[config.mk]
export PLATFORM = sky130hd
export DESIGN_NAME = param_sram
export DESIGN_NICKNAME = d
export VERILOG_FILES = /design/src/rtl/param_sram.sv
export SDC_FILE = /design/constraint.sdc
export NUM_CORES = 1
export LEC_CHECK = 0
export ABC_CLOCK_PERIOD_IN_PS = 2500
export CAP_MARGIN = 20
export CORE_MARGIN = 5
export CORE_UTILIZATION = 50
export CTS_CLUSTER_SIZE = 8
export DETAILED_ROUTE_END_ITERATION = 7
export GPL_TIMING_DRIVEN = 0
export PLACE_DENSITY = 0.7
export SETUP_SLACK_MARGIN = 0.3
export SYNTH_ARGS = -nofsm -noshare
export SYNTH_HDL_FRONTEND = slang
export SYNTH_SLANG_ARGS = --single-unit
[constraint.sdc]
create_clock -name clk -period 2.5 [get_ports clk]
set_input_delay 0.75 -clock clk [delete_from_list [all_inputs] [get_ports clk]]
set_output_delay 0.75 -clock clk [all_outputs]
set_load 0.01 [all_outputs]
[src/rtl/param_sram.sv]
// rtl/param_sram.sv - byte-enabled single-port SRAM with self-clearing sweep
//
// Purpose: DEPTH x DATA_WIDTH word memory with per-byte write enables and a
// one-cycle registered read. After reset, or on a clr pulse, the array is
// zeroed by a sweep of one address per cycle. Accesses are accepted only
// while ready is high.
//
// Ports:
//   clk    - single clock, all state changes on the rising edge
//   rst    - asynchronous active-low reset
//   req    - access request, accepted when ready is high
//   wren   - 1 = write, 0 = read
//   addr   - word address
//   wdata  - write data
//   be     - byte enables, bit i covers wdata[8i+7:8i]
//   clr    - single-cycle request to re-zero the whole array
//   rdata  - registered read data, held between reads
//   rvalid - one-cycle pulse marking new rdata
//   ready  - high when the array is idle and accepting accesses

module param_sram #(
    parameter int DATA_WIDTH = 16,
    parameter int ADDR_WIDTH = 4
) (
    input  logic                    clk,
    input  logic                    rst,
    input  logic                    req,
    input  logic                    wren,
    input  logic [ADDR_WIDTH-1:0]   addr,
    input  logic [DATA_WIDTH-1:0]   wdata,
    input  logic [DATA_WIDTH/8-1:0] be,
    input  logic                    clr,
    output logic [DATA_WIDTH-1:0]   rdata,
    output logic                    rvalid,
    output logic                    ready
);

    localparam int DEPTH  = 2 ** ADDR_WIDTH;
    localparam int NBYTES = DATA_WIDTH / 8;

    typedef enum logic {
        CLEAR = 1'b0,
        IDLE  = 1'b1
    } state_t;

    state_t                  state;
    logic [ADDR_WIDTH-1:0]   counter;
    logic [DATA_WIDTH-1:0]   mem [DEPTH];

    // clr takes priority over a request presented in the same cycle.
    logic acc_write;
    logic acc_read;

    assign acc_write = (state == IDLE) && !clr && req && wren;
    assign acc_read  = (state == IDLE) && !clr && req && !wren;

    // Array storage has no reset; the sweep started by reset zeroes it.
    always_ff @(posedge clk) begin
        if (state == CLEAR) begin
            mem[counter] <= '0;
        end else if (acc_write) begin
            for (int i = 0; i < NBYTES; i++) begin
                if (be[i]) begin
                    mem[addr][8*i +: 8] <= wdata[8*i +: 8];
                end
            end
        end
    end

    always_ff @(posedge clk or negedge rst) begin
        if (!rst) begin
            state   <= CLEAR;
            counter <= '0;
            ready   <= 1'b0;
            rvalid  <= 1'b0;
            rdata   <= '0;
        end else begin
            case (state)
                CLEAR: begin
                    rvalid <= 1'b0;
                    if (clr) begin
                        counter <= '0;
                    end else if (&counter) begin
                        // Last address is cleared on this edge.
                        state   <= IDLE;
                        ready   <= 1'b1;
                        counter <= '0;
                    end else begin
                        counter <= counter + 1'b1;
                    end
                end
                IDLE: begin
                    if (clr) begin
                        state   <= CLEAR;
                        ready   <= 1'b0;
                        counter <= '0;
                        rvalid  <= 1'b0;
                    end else if (acc_read) begin
                        rdata  <= mem[addr];
                        rvalid <= 1'b1;
                    end else begin
                        rvalid <= 1'b0;
                    end
                end
                default: begin
                    state   <= CLEAR;
                    ready   <= 1'b0;
                    counter <= '0;
                    rvalid  <= 1'b0;
                end
            endcase
        end
    end

endmodule

# Yosys cells after proc, flatten, opt, wreduce, memory -nomap -nowiden
# Memories as Yosys holds them, arrays and structs flattened. A register that Yosys moved wholly into a read port is not among the register bits.
# Index checks and enable logic that the tools add are counted.
# word_totals
ff_bits	7
ramBits	256
inputBits	27
output_inout_bits	18
wordCells	49
mem_count	1
# mem_list
name	depth	width	read_ports	rd_clocked_by_memory_dff	wr	line_no	text
mem	16	16	1	1	1	48	logic [DATA_WIDTH-1:0] mem [DEPTH];
# op_classes
add_sub_neg	1
eq_ne	3
n_mux	27
n_bitwise	2
reduce_logical	11
# ops
operator	count
$mux W1	17
$mux W16	1
$mux W4	4
$reduce_or A16 Y1	1
$pmux W4 S2	1
$pmux W1 S2	3
$reduce_and A3 Y1	2
$add A4 B1 Y4 const B	1
$logic_and A1 B1 Y1	4
$ne A2 B2 Y1 const B	2
$reduce_and A4 Y1	1
$logic_not A1 Y1	3
$mux W2	1
$ne A2 B1 Y1 const B	1
$not A1 Y1	2

# Longest topological paths before layout
# Gate-level depths: netlist of the first run.
# depth
word_depth	9
ltp_mapped	8
ltp_nobuf	4

# Worst setup path after synthesis of the first run
# OpenSTA, ideal clock, no wires.
# synth_timing
path_kind	input-to-reg
start	in clr
end	mem mem[13][0] (enable)
setup_time_ns	0.383
arrival_time_ns	2.501
required_time_ns	2.117
path_slack_ns	-0.384
cell_stages	5
n_path_buf	2
path_cell_list	buf_2 nor3_4 buf_4 mux2_2 nor3_1
# synth_via
elab_chain_cells	9
word_cells_on_any_way	13
cone_classes	8 x mux; 5 x reduce/logical
# synth_lines
item	line_no	text
start, declared	32	input logic clr,
$logic_not A1 Y1 (*)	54	assign acc_write = (state == IDLE) && !clr && req && wren;
$logic_and A1 B1 Y1 (*) (3 in a row)	54	
$mux W1	61	end else if (acc_write) begin
$mux W1	59	if (state == CLEAR) begin
$mux W1 (implied by the code)	64	mem[addr][8*i +: 8] <= wdata[8*i +: 8];
$reduce_or A16 Y1 (no source line)	-	
$mux W4 (no source line) or $mux W2 (tied branches)	-	
end, declared	48	
# Every way passes the cells marked *; elsewhere a longest branch is shown, timed or not.

# Final worst setup path of the first run
# layout_timing
start	reg state
end	mem mem[5][10] (enable)
# layout_via
elab_chain_cells	8
word_cells_on_any_way	13
cone_classes	9 x mux; 4 x reduce/logical
# layout_lines
item	line_no	text
start, declared	46	state_t state;
start signal, assigned	72	state <= CLEAR;
start signal, assigned	85	state <= IDLE;
start signal, assigned	94	state <= CLEAR;
$logic_and A1 B1 Y1 (3 in a row)	54	
$mux W1	61	
$mux W1	59	
$mux W1 (implied by the code)	64	
$reduce_or A16 Y1 (no source line)	-	
$mux W4 (no source line) or $mux W2 (tied branches)	-	
# Parallel ways exist; a longest one is shown, timed or not.

==> results_dict.tcl, run 1 <==
set metrics [dict create \
    worstPathRequired_ns 2.71 \
    synth_edf_count 256 \
    fin_nets 746 \
    p_leak_nw 5.46 \
    ant_nets 0 \
    gp_congestion 0.783 \
    numClockSinks 279 \
    clock_path_buffers 3 \
    drtIter0Drc 757 \
    regArea_sq_um 8260 \
    die_x_um 159 \
    hold_violations 0 \
    wire_per_inst_um 29.5 \
    n_fill_cell 1351 \
    holdCritPathClass "input pin to async pin" \
    grt_pass1_vias 6792 \
    synth_common_cells "edfxtp_1 (256), mux4_2 (41), mux2i_1 (38)" \
    cts_root_buf "clkbuf_16" \
    slowest_delay_ns 0.40 \
    drive_gt1_share_pct 34.0 \
    synth_top_cell_by_area "edfxtp_1" \
    grt_usage_pct 23.6 \
    path_class "flop to flop" \
    wirelength_um 30300 \
    synth_most_common_cell "edfxtp_1" \
    relSlewSlack_pct 50.1 \
    maxCapViolCount 0 \
    rows 54 \
    grt_pass1_wl_um 44000 \
    critPathMaxFanout 8 \
    grt_max_degree 24 \
    port_buffers 41 \
    powerDensity_nw_per_um2 751 \
    syn_area_sq_um 11100 \
    vias 6451 \
    finalCriticalPeriod_ns 2.22 \
    dieArea_sq_um 25300 \
    synth_seq_cells 279 \
    synth.area.top_cells "edfxtp_1 (69%), mux4_2 (8.3%), dfrtp_1 (5.2%)" \
    period_share_pct 88.6 \
    ys_warn_count 0 \
    fin_ws_ns 0.284 \
    worst_slew_pin_slew_ns 0.732 \
    start_util_pct 50.9 \
    final_cells 1027 \
    setup_viol 0 \
    multi_input_area_sq_um 3140 \
    seq_power_share_pct 47.9 \
    pwr-share-clk_pct 45.6 \
    status "completed" \
    cp_common_cell "buf_12" \
    cts_max_level 2 \
    grt_setup_unrepaired "yes" \
    cts.clk_slew.worst_paths_ns 0.06 \
    p_switching_w 0.00231 \
    slew_violations 0 \
    synthArstFlopShare_pct 8.24 \
    insertion_delay_ns 0.52 \
    holdWs_ns 0.288 \
    synth.distinct_cells 37 \
    first_pass_iters 7 \
    power_frac_comb_pct 6.6 \
    cts_buffers 40 \
    yosysSeqAreaShare_pct 74.4 \
    grt_antenna_before_repair 0 \
    io_pins 45 \
    ir_drop_mv 0.430 \
    synth-main-ff-cell "edfxtp_1" \
    synth.avg_cell_area_sq_um 19.4 \
    placed_cells 894 \
    dp_hpwl_um 16600 \
    crit_chain "buf_6 -> o21ai_2 -> nor3_4 -> buf_12 -> buf_4 -> buf_4 -> mux2i_4 -> buf_12 -> nor3_4 -> buf_12" \
    drc 0 \
    overflow 0 \
    cp_slowest_cell "dfrtp_1" \
    internal_power_w 0.00852 \
    synth_nets 601 \
    die_y_um 159 \
    max_freq_mhz 451 \
    postSynthCellCount 573 \
    via_per_inst 6.28 \
    antenna_cells 0 \
    synth_top_area_share_pct 69.2 \
    coreArea_sq_um 21800 \
    tritoncts "yes" \
    skew_ns 0.0231 \
    critPathArrivalTime_ns 2.43 \
    netSwitchingFraction_pct 21.3 \
    syn2layout_area_growth_pct 29.9 \
    total_power_w 0.0108 \
    dp_slack_ns -0.976 \
    startpoint_type "flop" \
    end_kind "flop" \
]
-- worst max-delay path, delay by kind of cell (launching register included) --
family	cells	cell delay (ns)
buffers and inverters	6	0.91
AND/OR/NAND/NOR	2	0.33
multiplexers	1	0.18
flip-flops	1	0.40
AO/OA/AOI/OAI	1	0.07
-- layout by cell type (no fill, tap or decap), types with 9 or more instances in the layout --
cell type,instances
edfxtp_1,256
mux4_2,41
clkbuf_16,41
buf_12,35
buf_4,34
nor3_4,33
clkbuf_1,32
mux2i_1,32
a22oi_1,29
clkdlybuf4s50_1,26
dfrtp_1,23
nand2_1,19
mux2_2,16
o211ai_1,15
clkbuf_2,11
nor2_1,10
and2_2,9
-- timing repair --
item                       CTS  global route
gates resized for setup     67            22
pin swaps                   34             8
cloned                       0             0
setup buffers               55             7
setup endpoints to repair  532           281
hold buffers                 0             0
-- per-layer routing --
| layer | wire (um) | part of all wire [%] | GRT usage (%) |
|---|---|---|---|
| met1 | 11000 | 36 | 30.3 |
| met2 | 15100 | 50 | 38.9 |
| met3 | 2840 | 9.4 | 5.72 |
| met4 | 1360 | 4.5 | 9.65 |
| met5 | 0 | 0 | 0 |
-- power groups by stage --
stage	Sequential (W)	Clock (W)	Combinational (W)
finish	0.00519	0.00494	0.000711
global route	0.00519	0.00520	0.000738
CTS	0.00519	0.00490	0.000691
detailed placement	0.00527	0	0.000555
global placement	0.00527	0	0.000548
floorplan	0.00527	0	0.000338
-- through the flow --
step           utilization (%)  area, sq um  TNS, ns
2_1_floorplan                -        11500   -0.115
3_3_place_gp              56.0        12200  -370.54
3_5_place_dp              55.9        12200  -398.47
4_1_cts                   65.8        14400        0
5_1_grt                   66.2        14400        0
6_report                  66.2        14400        0
-- worst paths after layout --
check | from | end | slack [ns] | depth (start not counted)
min reg2reg | rdata[7] | rdata[7] | 0.51 | 2
min | rst | counter[0] | 0.29 | 1
max reg2reg | state | mem[5][10] | 0.28 | 10
max | state | mem[5][10] | 0.28 | 10
max in group asynchronous | rst | rdata[8] | 1.72 | 1
min in group clk | clr | state | 0.42 | 2
-- flip-flops by register name (all words and copies together), names as in the netlist --
register and cells:
counter 4, mem 256, rdata 16, ready 1, rvalid 1, state 1
-- cell families (layout without fill, tap and decap cells) --
family | after synthesis | in the layout | synth area share (%)
AOI/OAI and AO/OA | 54 | 54 | 3.60
xor gates and xnor gates | 2 | 2 | 0.158
adders and majority gates | 1 | 1 | 0.113
buffers and inverters | 35 | 209 | 1.86
DFF | 279 | 279 | 74.4
muxes | 105 | 105 | 15.4
and+or+nand+nor | 97 | 97 | 4.47
-- final cells by class --
class / count / area share, %
tap: 280 / 2.43
buffer: 31 / 1.80
clock buffer: 71 / 7.89
multi-input combinational: 259 / 21.8
sequential: 279 / 57.2
timing repair buffer: 103 / 8.76
inverter: 4 / 0.104
No activity file was read; power rests on OpenSTA's default activity.
==> run 2: changes to the inputs <==
- ABC_AREA: unset -> 0
- CELL_PAD_IN_SITES_DETAIL_PLACEMENT: unset -> 1
- CELL_PAD_IN_SITES_GLOBAL_PLACEMENT: unset -> 2
- CORE_UTILIZATION: 50 -> 42
- PLACE_DENSITY: 0.7 -> unset
- PLACE_DENSITY_LB_ADDON: unset -> 0.1
==> run 2 against run 1 <==
  * Non-clock buffer count grew 3
  * Clock-buffer cell count grew 1
  * Final area grew 0.95%
  * Sequential share of layout area shrank 0.54 points
  * Sequential cell count is the same
==> results_dict.tcl, run 2 (synthesized netlist as in run 1, its figures left out) <==
set metrics [dict create \
    status "completed" \
    tritoncts "yes" \
    dp_hpwl_um 18800 \
    mostFrequentLayoutCell "edfxtp_1" \
    port_buffers 41 \
    skew_ns 0.0115 \
    coreArea_sq_um 26100 \
    ir_drop_mv 0.407 \
    rows 59 \
    drtIter0Drc 459 \
    critPathArrivalTime_ns 2.43 \
    holdCritPathClass "input pin to async pin" \
    cts_root_buf "clkbuf_16" \
    antenna_cells 0 \
    cts.clk_slew.worst_paths_ns 0.05 \
    max_freq_mhz 452 \
    via_per_inst 5.74 \
    worstPathRequired_ns 2.72 \
    design_area_sq_um 14600 \
    overflow 0 \
    wire_per_inst_um 28.6 \
    cts_max_level 2 \
    vias 6233 \
    grt_usage_pct 20.7 \
    hold_violations 0 \
    internal_power_w 0.00853 \
    grt_pass1_wl_um 46200 \
    slew_violations 0 \
    placed_cell_area_sq_um 12300 \
    relSlewSlack_pct 42.3 \
    p_switching_w 0.00229 \
    post-route-util_pct 55.9 \
    io_pins 45 \
    placed_cells 951 \
    reg2reg_depth 10 \
    grt_pass1_vias 6751 \
    drc 0 \
    powerDensity_nw_per_um2 742 \
    die_y_um 173 \
    startpoint_type "input pin" \
    grt_max_degree 24 \
    n_fill_cell 2325 \
    grt_antenna_before_repair 0 \
    insertion_delay_ns 0.50 \
    dieArea_sq_um 29800 \
    cts_buffers 40 \
    period_share_pct 88.5 \
    netSwitchingFraction_pct 21.2 \
    pwr-share-clk_pct 45.6 \
    end_kind "flop" \
    critPathMaxFanout 10 \
    path_class "input pin to flop" \
    drive_gt1_share_pct 34.4 \
    fin_nets 749 \
    setup_viol 0 \
    p_leak_nw 5.48 \
    total_power_w 0.0108 \
    final_cells 1086 \
    maxCapViolCount 0 \
    top_register "mem" \
    finalCriticalPeriod_ns 2.21 \
    fin_tns_setup_ns 0 \
    first_pass_iters 5 \
    reg.largest.list "mem: 256 flops, rdata: 16 flops, counter: 4 flops" \
    power_frac_comb_pct 6.5 \
    syn2layout_area_growth_pct 31.1 \
    clock_path_buffers 3 \
    largest_register_ffs 256 \
    worst_slew_pin_slew_ns 0.865 \
    numClockSinks 279 \
    final_cell_mix "edfxtp_1 (256), mux4_2 (41), clkbuf_16 (41)" \
    ant_nets 0 \
    cts-hold-fix-buffers 0 \
    start_util_pct 42.6 \
    seq_power_share_pct 47.9 \
    grt_setup_unrepaired "yes" \
    die_x_um 173 \
    wirelength_um 31100 \
    gp_congestion 0.760 \
]
## run 2: repair_timing
item,CTS,global route
setup buffers,61,2
gates cloned,0,0
pin swaps,34,12
resized for setup,68,25
endpoints found under the setup margin,533,318
## run 2: final cells by class
class | instances | area (sq um) | share of cell area (%)
Sequential cell | 279 | 8260 | 56.7
Multi-Input combinational cell | 259 | 3150 | 21.6
Timing Repair Buffer | 106 | 1330 | 9.09
Clock buffer | 72 | 1140 | 7.84
Tap cell | 335 | 419 | 2.88
Buffer | 31 | 262 | 1.79
Inverter | 4 | 15.0 | 0.103
## run 2: worst max-delay path, stage by stage
cell             delay, ns
clkdlybuf4s50_1       0.53
buf_4                 0.23
nand2_1               0.11
mux2_4                0.38
nor3_4                0.24
buf_12                0.16
## run 2: routing by layer
layer | vias to the layer above | wire length, um | share of wire, % | GRT usage, %
met5 | - | 0 | 0 | 0
met1 | 3343 | 13700 | 44 | 29.7
met3 | 42 | 1700 | 5.5 | 3.65
li1 | 2653 | - | - | -
met4 | 0 | 525 | 1.7 | 4.09
met2 | 195 | 15200 | 49 | 34.0
## run 2: path summary, 6_finish.rpt
check	from	endpoint	slack [ns]
max	addr[1]	mem[3][8]	0.29
min in group clk	clr	counter[3]	0.45
min reg2reg	rdata[5]	rdata[5]	0.52
max in group asynchronous	rst	rdata[7]	1.67
min	rst	rdata[11]	0.33
max reg2reg	state	mem[0][4]	0.37
## run 2: per-stage QoR
stage / hold slack, ns / worst slack [ns]
2_1_floorplan: 0.454 / -0.00718
3_3_place_gp: 0.504 / -1.08
3_5_place_dp: 0.509 / -1.19
4_1_cts: 0.319 / 0.304
5_1_grt: 0.353 / 0.283
6_report: 0.327 / 0.288
## run 2: power by group through the flow
stage / Combinational [W] / Clock [W] / Sequential [W]
global route: 0.000740 / 0.00527 / 0.00519
floorplan: 0.000338 / 0 / 0.00527
finish: 0.000703 / 0.00493 / 0.00518
global placement: 0.000559 / 0 / 0.00527
detailed placement: 0.000568 / 0 / 0.00528
CTS: 0.000699 / 0.00503 / 0.00518
==> run 3: changes to the inputs <==
- ABC_CLOCK_PERIOD_IN_PS: 2500 -> 1800
- GPL_TIMING_DRIVEN: 0 -> unset
- clock period: 2.5 -> 1.8 ns (I/O delays scaled with it)
==> run 3 against run 2 <==
  * The run now ends with setup timing left
  * Global-route usage increased by 0.71 points
  * Via count increased by 5.5%
  * Worst hold slack improved by 0.11 ns
  * Register-to-register slack worse by 0.56 ns
  * Clock power is 39% higher
  * First-iteration DRC count rose by 30%
  * Sequential power increased by 39%
  * Sequential cell count unchanged
  * Combinational power grew 68%
  * Largest power group unchanged
  * Power up 41%
  * Critical path type unchanged
==> results_dict.tcl, run 3 (synthesized netlist as in run 1, its figures left out) <==
set metrics [dict create \
    status "complete, but fails checks" \
    violations "setup timing" \
    holdCritPathClass "input pin to async pin" \
    maxCapViolCount 0 \
    gp_congestion 0.771 \
    rows 59 \
    finalCriticalPeriod_ns 2.01 \
    vias 6573 \
    top_register "mem" \
    cp_top_family "buffers and inverters" \
    wl_met3_um 1740 \
    worstPathRequired_ns 2.02 \
    end_kind "flop" \
    fin_tns_setup_ns -29.23 \
    critPathMaxFanout 5 \
    tritoncts "yes" \
    p_switching_w 0.00323 \
    top_layer_used "met4" \
    drtIter0Drc 597 \
    period_share_pct 111 \
    mostFrequentLayoutCell "edfxtp_1" \
    fin_ws_ns -0.207 \
    grt_usage_pct 21.4 \
    dp_hpwl_um 19600 \
    pwr-share-clk_pct 44.9 \
    port_buffers 44 \
    skew_ns 0.0142 \
    numClockSinks 279 \
    grt_pass1_wl_um 48000 \
    ant_nets 0 \
    antenna_cells 0 \
    relSlewSlack_pct 70.4 \
    dieArea_sq_um 29800 \
    cts_buffers 40 \
    ir_drop_mv 0.738 \
    slowest_delay_ns 0.26 \
    netSwitchingFraction_pct 21.2 \
    setup_viol 256 \
    fin_nets 843 \
    crit_buf_inv 6 \
    post-route-util_pct 60.8 \
    wl_met2_um 15600 \
    m1WireLength_um 14500 \
    grt_antenna_before_repair 0 \
    seq_power_share_pct 47.3 \
    largest_register_ffs 256 \
    drive_gt1_share_pct 46.9 \
    grt_max_degree 32 \
    cts_root_buf "clkbuf_16" \
    worst_slew_pin_slew_ns 0.444 \
    internal_power_w 0.0120 \
    crit_chain "dlygate4sd2_1 -> o21ai_2 -> nor3_4 -> buf_12 -> buf_8 -> buf_6 -> mux2i_4 -> buf_6 -> nor3_4 -> buf_6" \
    path_class "input pin to flop" \
    cp_slowest_cell "dlygate4sd2_1" \
    start_util_pct 42.6 \
    first_pass_iters 5 \
    cts.clk_slew.worst_paths_ns 0.06 \
    hold_violations 0 \
    coreArea_sq_um 26100 \
    power_frac_comb_pct 7.7 \
    cts_max_level 2 \
    drc 0 \
    io_pins 45 \
    wire_per_inst_um 27.5 \
    wirelength_um 32400 \
    die_y_um 173 \
    powerDensity_nw_per_um2 961 \
    clock_path_buffers 3 \
    n_fill_cell 2269 \
    reg.largest.list "mem: 256 flops, rdata: 16 flops, counter: 4 flops" \
    syn2layout_area_growth_pct 42.5 \
    cp_common_cell "buf_6" \
    critPathArrivalTime_ns 2.23 \
    grt_pass1_vias 7147 \
    p_leak_nw 6.07 \
    die_x_um 173 \
    grt_setup_unrepaired "yes" \
    overflow 0 \
    max_freq_mhz 498 \
    slew_violations 0 \
    insertion_delay_ns 0.52 \
    via_per_inst 5.58 \
    final_cell_mix "edfxtp_1 (256), buf_4 (81), buf_6 (55)" \
    startpoint_type "input pin" \
]
==> run 3: timing repair <==
action / 4_1_cts / 5_1_grt
buffers inserted: 39 / 15
endpoints found under the setup margin: 547 / 469
cloned: 8 / 3
resized for setup: 214 / 32
hold buffers: 0 / 0
pin swaps: 48 / 14
==> run 3: final timing paths <==
| path | end | slack (ns) | cells after the start | from |
|---|---|---|---|---|
| setup / recovery | mem[11][12] | -0.21 | 10 | be[1] |
| max in group asynchronous | rdata[11] | 1.03 | 2 | rst |
| min in group clk | counter[1] | 0.55 | 3 | clr |
| setup reg to reg | mem[11][12] | -0.19 | 9 | state |
| hold reg to reg | rdata[8] | 0.59 | 3 | rdata[8] |
| hold / removal | counter[1] | 0.43 | 2 | rst |
==> run 3: worst register-to-register path, delay by kind of cell (launching register included) <==
kind | cells | cell delay, ns
and+or+nand+nor | 2 | 0.30
DFF | 1 | 0.39
muxes | 1 | 0.18
buffers and inverters | 5 | 0.73
AOI/OAI and AO/OA | 1 | 0.10
==> run 3: layer usage <==
layer | up-vias | global-route usage, %
met4 | 0 | 5.24
met2 | 208 | 34.1
met1 | 3472 | 31.0
met5 | - | 0
li1 | 2845 | -
met3 | 48 | 3.95
==> run 3: area by class of cell <==
cell class | instances | area (sq um) | area share (%)
Sequential cell | 279 | 8260 | 52.2
Multi-Input combinational cell | 260 | 3280 | 20.7
Timing Repair Buffer | 230 | 2720 | 17.2
Clock buffer | 70 | 1130 | 7.17
Tap cell | 335 | 419 | 2.65
Inverter | 4 | 15.0 | 0.0948
==> run 3: power groups by stage <==
stage          sequential (W)  clock, W  combinational [W]
2_1_floorplan         0.00731         0           0.000470
3_3_place_gp          0.00731         0           0.000898
3_5_place_dp          0.00732         0           0.000914
4_1_cts               0.00720   0.00691            0.00113
5_1_grt               0.00720   0.00729            0.00124
6_report              0.00720   0.00684            0.00118
==> run 3: stage by stage <==
step	hold WS [ns]	instance area (sq um)	std cells	setup WS [ns]	total power, W
floorplan	0.244	11500	573	-0.497	0.00778
global placement	0.500	13400	1043	-1.09	0.00821
detailed placement	0.516	13400	1043	-1.17	0.00824
CTS	0.442	15600	1160	-0.172	0.0152
global route	0.476	15800	1178	-0.221	0.0157
finish	0.434	15800	1178	-0.207	0.0152
